`config.mk`:
```
export PLATFORM = sky130hd
export DESIGN_NAME = cards_regfile
export DESIGN_NICKNAME = d
export VERILOG_FILES = /design/src/rtl/cards_regfile.sv
export SDC_FILE = /design/constraint.sdc
export NUM_CORES = 1
export LEC_CHECK = 0
export ABC_AREA = 0
export BUFFER_PORTS_ARGS = -buffer_cell sky130_fd_sc_hd__buf_4
export CORE_MARGIN = 10
export CORE_UTILIZATION = 45
export CTS_CLUSTER_DIAMETER = 40
export CTS_CLUSTER_SIZE = 16
export DETAILED_ROUTE_END_ITERATION = 7
export GPL_ROUTABILITY_DRIVEN = 0
export PLACE_DENSITY = 0.67
export SYNTH_ARGS = -nofsm -noshare
export SYNTH_HDL_FRONTEND = slang
export SYNTH_SLANG_ARGS = --single-unit
```
`constraint.sdc`:
```
create_clock -name clk -period 4 [get_ports clk]
set_input_delay 0.6 -clock clk [delete_from_list [all_inputs] [get_ports clk]]
set_output_delay 0.6 -clock clk [all_outputs]
set_load 0.005 [all_outputs]
```
`src/rtl/cards_regfile.sv`:
```
// Card register file: 18 value/state entries with combinational state look-up,
// plus a once-per-frame broadcaster that streams every slot and its grid position.
`ifndef CARDS_DEFS_SVH
`define CARDS_DEFS_SVH
`define CARD_MAX_NUM 18
`define CARD_MAX_NUM_SIZE 5
`define CARD_ADDRESS_SIZE 5
`define CARD_STATE_SIZE 2
`define CARD_DATA_SIZE 6
`define CARD_YX_POSITION_SIZE 24
`define CARD_NUM_EASY 8
`define CARD_NUM_NORMAL 12
`define CARD_NUM_HARD 18
`endif

// state  | meaning
// IDLE   | waiting for frame_start, stream outputs held at 0
// STREAM | presenting slot 1..18, one slot per cycle
module cards_regfile #(
    parameter int X0  = 88,
    parameter int Y0  = 76,
    parameter int GAP = 16
) (
    input  logic                               clk,
    input  logic                               rst,
    input  logic                               frame_start,
    input  logic [`CARD_MAX_NUM_SIZE-1:0]      num_of_cards_in,
    input  logic                               clear_all,
    input  logic                               wr_en,
    input  logic [`CARD_ADDRESS_SIZE-1:0]      wr_address,
    input  logic [`CARD_DATA_SIZE-1:0]         wr_data,
    input  logic [`CARD_ADDRESS_SIZE-1:0]      card_to_test_address,
    output logic [`CARD_STATE_SIZE-1:0]        card_test_state,
    output logic                               regfile_sync,
    output logic [`CARD_DATA_SIZE-1:0]         regfile_in,
    output logic [`CARD_YX_POSITION_SIZE-1:0]  yx_card_position,
    output logic [`CARD_MAX_NUM_SIZE-1:0]      num_of_cards,
    output logic                               busy,
    output logic                               broadcast_done
);
    localparam int DW = `CARD_DATA_SIZE;
    localparam int SW = `CARD_STATE_SIZE;
    localparam int AW = `CARD_ADDRESS_SIZE;
    localparam int NW = `CARD_MAX_NUM_SIZE;
    localparam int NUM = `CARD_MAX_NUM;
    localparam logic [AW-1:0] LAST_ADDR = AW'(NUM);
    localparam logic [11:0] X_START = 12'(X0);
    localparam logic [11:0] Y_START = 12'(Y0);

    typedef enum logic {IDLE, STREAM} state_t;

    state_t         state;
    logic [DW-1:0]  mem [0:NUM-1];
    logic [AW-1:0]  slot;
    logic [AW-1:0]  next_slot;
    logic [2:0]     col;
    logic [11:0]    x_pos;
    logic [11:0]    y_pos;
    logic [2:0]     cols;
    logic [11:0]    step_x;
    logic [11:0]    step_y;
    logic           wr_valid;
    logic [DW-1:0]  next_data;

    assign wr_valid         = wr_en && (wr_address != '0) && (wr_address <= LAST_ADDR);
    assign yx_card_position = {y_pos, x_pos};
    assign next_slot        = slot + AW'(1);

    always_comb begin
        card_test_state = '0;
        if ((card_to_test_address != '0) && (card_to_test_address <= LAST_ADDR))
            card_test_state = mem[card_to_test_address - AW'(1)][DW-1 -: SW];
    end

    // Grid geometry follows the difficulty latched at broadcast start.
    always_comb begin
        cols   = 3'd6;
        step_x = 12'(GAP);
        step_y = 12'(GAP);
        case (num_of_cards)
            NW'(`CARD_NUM_EASY): begin
                cols   = 3'd4;
                step_x = 12'(200 + GAP);
                step_y = 12'(300 + GAP);
            end
            NW'(`CARD_NUM_NORMAL): begin
                cols   = 3'd4;
                step_x = 12'(150 + GAP);
                step_y = 12'(200 + GAP);
            end
            NW'(`CARD_NUM_HARD): begin
                cols   = 3'd6;
                step_x = 12'(100 + GAP);
                step_y = 12'(150 + GAP);
            end
            default: ;
        endcase
    end

    always_comb begin
        next_data = '0;
        if ((next_slot <= AW'(num_of_cards)) && (next_slot <= LAST_ADDR))
            next_data = mem[next_slot - AW'(1)];
    end

    always_ff @(posedge clk) begin
        if (rst) begin
            for (int i = 0; i < NUM; i++) mem[i] <= '0;
        end else if (clear_all) begin
            for (int i = 0; i < NUM; i++) mem[i][DW-1 -: SW] <= '0;
        end else if (wr_valid) begin
            mem[wr_address - AW'(1)] <= wr_data;
        end
    end

    always_ff @(posedge clk) begin
        if (rst) begin
            state          <= IDLE;
            slot           <= '0;
            col            <= '0;
            x_pos          <= '0;
            y_pos          <= '0;
            regfile_sync   <= 1'b0;
            regfile_in     <= '0;
            num_of_cards   <= '0;
            busy           <= 1'b0;
            broadcast_done <= 1'b0;
        end else begin
            broadcast_done <= 1'b0;
            regfile_sync   <= 1'b0;
            case (state)
                IDLE: begin
                    if (frame_start) begin
                        state        <= STREAM;
                        num_of_cards <= num_of_cards_in;
                        slot         <= AW'(1);
                        col          <= '0;
                        x_pos        <= X_START;
                        y_pos        <= Y_START;
                        regfile_sync <= 1'b1;
                        regfile_in   <= (num_of_cards_in != '0) ? mem[0] : '0;
                        busy         <= 1'b1;
                    end
                end
                STREAM: begin
                    if (slot == LAST_ADDR) begin
                        state          <= IDLE;
                        slot           <= '0;
                        col            <= '0;
                        x_pos          <= '0;
                        y_pos          <= '0;
                        regfile_in     <= '0;
                        busy           <= 1'b0;
                        broadcast_done <= 1'b1;
                    end else begin
                        slot       <= next_slot;
                        regfile_in <= next_data;
                        if (col == cols - 3'd1) begin
                            col   <= '0;
                            x_pos <= X_START;
                            y_pos <= y_pos + step_y;
                        end else begin
                            col   <= col + 3'd1;
                            x_pos <= x_pos + step_x;
                        end
                    end
                end
                default: state <= IDLE;
            endcase
        end
    end
endmodule

```
==> summary.md <==
| Metric | Value |
|---|---|
| Area share of the largest cell type after synthesis | between 40 and 50% |
| Port bufs | 63 |
| Grt ovf | 0 |
| Reg-to-reg critical path endpoint | x_pos[11]$_SDFFE_PP0P_ |
| N_diodes | 0 |
| Min Tclk post-route | 3.30 ns |
| Setup Fix Bufs, Post-CTS | 0 |
| Layer with the highest usage | met2 |
| Final setup vio count | 0 |
| Psw | between 1.5 and 2 mW |
| Routed Antenna Nets | 0 |
| Die Footprint | roughly 0.033 mm^2 |
| Root Driver | clkbuf_16 |
| First-pass GRT wire length | between 40000 and 50000 um |
| Synth area leaders | edfxtp_1 49%, mux4_2 13%, dfxtp_1 7.6% |
| Core ar. | 0.0259 mm^2 |
| Peak supply drop | approximately 0.36 mV |
| EDFF count, synth | 192 |
| GR Util All Layers | about 16% |
| Comb pwr share | a little over a tenth |
| Layout cells sized above 1 | about 21% |
| CTS tree | built |
| Clock sink total | 237 |
| Worst Clk Skew | 0.0312 ns |
| Hold buffer count at cts | 0 |
| R2r setup slk | roughly 0.96 ns |
| Startpoint type of the worst setup path | input port |
| Net Sw Frac | 23.7% |
| FILL cells | ~2200 |
| Die Y | 182 um |
| Unrepaired setup endpoints after global routing | false |
| Pwr Density | about 460 mW/mm^2 |
| Hold Path End | num_of_cards[3]$_SDFFE_PP0P_ |
| Family with the most delay on the worst path | multiplexers |
| Vias in the first global route | about 7600 |
| Initial core utilization | around 46% |
| Met3 GRT Util | under 10% |
| Cell with the most instances after synthesis | edfxtp_1 |
| R2R depth | 13 |
| Clock latency on the worst-skew pair | a little over 0.5 ns |
| Hold Crit Start | num_of_cards_in[3] |
| Max Fclk | slightly above 0.3 GHz |
| Initial antenna violation count | 0 |
| Seq pwr share | between 40 and 50% |
| Hpwl dp | between 15000 and 20000 um |
| Detailed-route via count | 7526 |
| Post-synthesis cell area | around 0.012 mm^2 |
| Clock power frac | ~45% |
| WS Path Type | in2out |
| Post_cts resized | 0 |
| I/O pin count | 66 |
| Fin worst setup slack | 0.697 ns |
| Most used DFF post-synth | edfxtp_1 |
| CP Max Fanout | 16 |
| CTS clk-pin slew, worst paths | approximately 0.050 ns |
| Residual DRC | 0 |
| Register area share after synthesis | between 50% and 60% |
| Post-synthesis cell type count | 66 |
| Vias/cell | ~5.4 |
| Fin Setup TNS | 0 ns |
| Pin count of the biggest net entering global routing | just over 50 |
| Mean post-synth cell area | between 10 and 15 um^2 |
| Initial DRT Pass Iterations | 5 |
| Worst hold stages | 3 |
| Final hold violations | 0 |
| Total leakage power | around 5.3 nW |
| Relative slew slack | 36.7% |
| Synth async-reset ratio | 0% |
| Critical Path, Cell by Cell | buf_4 -> inv_1 -> ha_1 -> mux4_2 -> mux4_2 -> mux2i_1 -> nor2_1 -> buf_4 |
| Worst Setup End Kind | output port |
| Synthesized flop and latch total | ~240 |
| Max Cap Violations | 0 |
| Max stage delay on crit path | roughly 0.7 ns |
| Cell Rows | 59 |
| WP data arrival | about 2.7 ns |
| Measured slew at the worst slew-check pin | roughly 0.95 ns |
| Syn Inst Count | 884 |
| Class of the worst hold path | in2reg |
| Routed len/inst | approximately 19 um |
| Num CTS Buffers | 34 |
| Status | finished, final reports clean |
| Clock Tree Buf Depth | 3 |
| M2 GR Usage | 24.4% |
| Pre-CTS setup slack | 0.687 ns |
| Critical path buffer and inverter count | 3 |
| Crit-path slowest cell | ha_1 |
| Wirelength, routed | around 26000 um |
| Area grow syn2layout | 18.5% |
| Worst Path Required | 3.40 ns |
| Synth area leader | edfxtp_1 |
| M1 GR Usage | between 20% and 30% |
| Commonest cells post-synth | 192 x edfxtp_1, 112 x and2_1, 70 x nor2_1 |
| Pins Over Slew Limit | 0 |
| Chip width | 182 um |
| Part of the cycle the worst path needs | 82.6% |
| Final Core Density | around 54% |
| P_int | ~5 mW |
| YS warnings | 0 |
| Reg-to-reg startpoint | num_of_cards[4]$_SDFFE_PP0P_ |
| Htree depth | 2 |
| Fin nets | about 1100 |
| Drt first-iter violations | about 670 |
-- registers in the layout, indices dropped and copies added, names as in the netlist --
name and cells:
regfile_sync 1, x_pos 11, num_of_cards 5, broadcast_done 1, busy 1, state 1
col 3, y_pos 11, slot 5, regfile_in 6, mem 192
-- metal layers --
layer | up-vias | wire (um)
met2 | 267 | 11900
met4 | 0 | 644
met3 | 47 | 2060
met1 | 3669 | 11700
met5 | - | 0
li1 | 3543 | -
-- kinds of logic after synthesis --
| logic type | count (synthesis) | share of synthesized area (%) |
|---|---|---|
| multiplexers | 87 | 14.6 |
| XOR/XNOR | 21 | 1.56 |
| AO/OA/AOI/OAI | 132 | 7.26 |
| flip-flops | 237 | 56.5 |
| AND/OR/NAND/NOR | 312 | 14.2 |
| other | 1 | 0.0318 |
| adder cells (fa/ha/maj) | 29 | 3.20 |
| buffers and inverters | 65 | 2.61 |
-- worst min-delay path, stage by stage --
cell	delay [ns]
buf_4	0.11
nand2_1	0.05
a21oi_1	0.05
-- worst max-delay path by stage --
stage | from | to | slack (ns) | depth (start not counted)
6_report | card_to_test_address[0] | card_test_state[0] | 0.70 | 8
5_1_grt | num_of_cards[4]$_SDFFE_PP0P_ | x_pos[11]$_SDFFE_PP0P_ | 0.60 | 13
4_1_cts | card_to_test_address[0] | card_test_state[0] | 0.68 | 8
3_5_place_dp | card_to_test_address[0] | card_test_state[0] | 0.69 | 8
3_3_place_gp | card_to_test_address[0] | card_test_state[1] | 0.73 | 8
2_1_floorplan | card_to_test_address[0] | card_test_state[0] | 0.27 | 10
-- cell type report --
type / instances / area (um^2) / area share [%]
Clock buffer: 44 / 930 / 6.65
Clock inverter: 16 / 168 / 1.20
Inverter: 20 / 75.1 / 0.537
Multi-Input combinational cell: 667 / 5140 / 36.8
Sequential cell: 237 / 6670 / 47.7
Tap cell: 335 / 419 / 3.00
Timing Repair Buffer: 76 / 571 / 4.08
-- layout by cell type, fill, tap and decap left out, types with 7 or more instances in the layout --
| cell type | count |
|---|---|
| edfxtp_1 | 192 |
| and2_1 | 112 |
| conb_1 | 86 |
| buf_4 | 76 |
| nor2_1 | 70 |
| mux4_2 | 68 |
| nand2_1 | 48 |
| dfxtp_1 | 44 |
| clkbuf_16 | 35 |
| a21oi_1 | 33 |
| ha_1 | 26 |
| o21ai_0 | 22 |
| inv_1 | 17 |
| mux2i_1 | 16 |
| or2_1 | 16 |
| o21ai_1 | 15 |
| nand2b_1 | 14 |
| xnor2_1 | 12 |
| xor2_1 | 9 |
| nand3_1 | 9 |
| nor2b_1 | 9 |
| a211oi_1 | 8 |
| clkbuf_1 | 7 |
-- per-stage QoR --
step                instance area (um^2)  power, mW  instances  hold WS, ns
finish                             14000       6.47       1395        0.371
detailed placement                 12900       3.64       1335        0.480
floorplan                          12100       3.40        969        0.457
CTS                                14000       6.53       1395        0.351
global placement                   12900       3.62       1335        0.467
global route                       14000       6.71       1395        0.378
-- power by group through the flow --
stage / Sequential, mW / Clock, mW / Combinational (mW)
after floorplan: 2.91 / 0 / 0.496
after global placement: 2.94 / 0 / 0.680
after detailed placement: 2.95 / 0 / 0.689
after CTS: 2.90 / 2.94 / 0.693
after global routing: 2.91 / 3.04 / 0.754
final: 2.90 / 2.89 / 0.686
(Power assumes the default switching activity.)
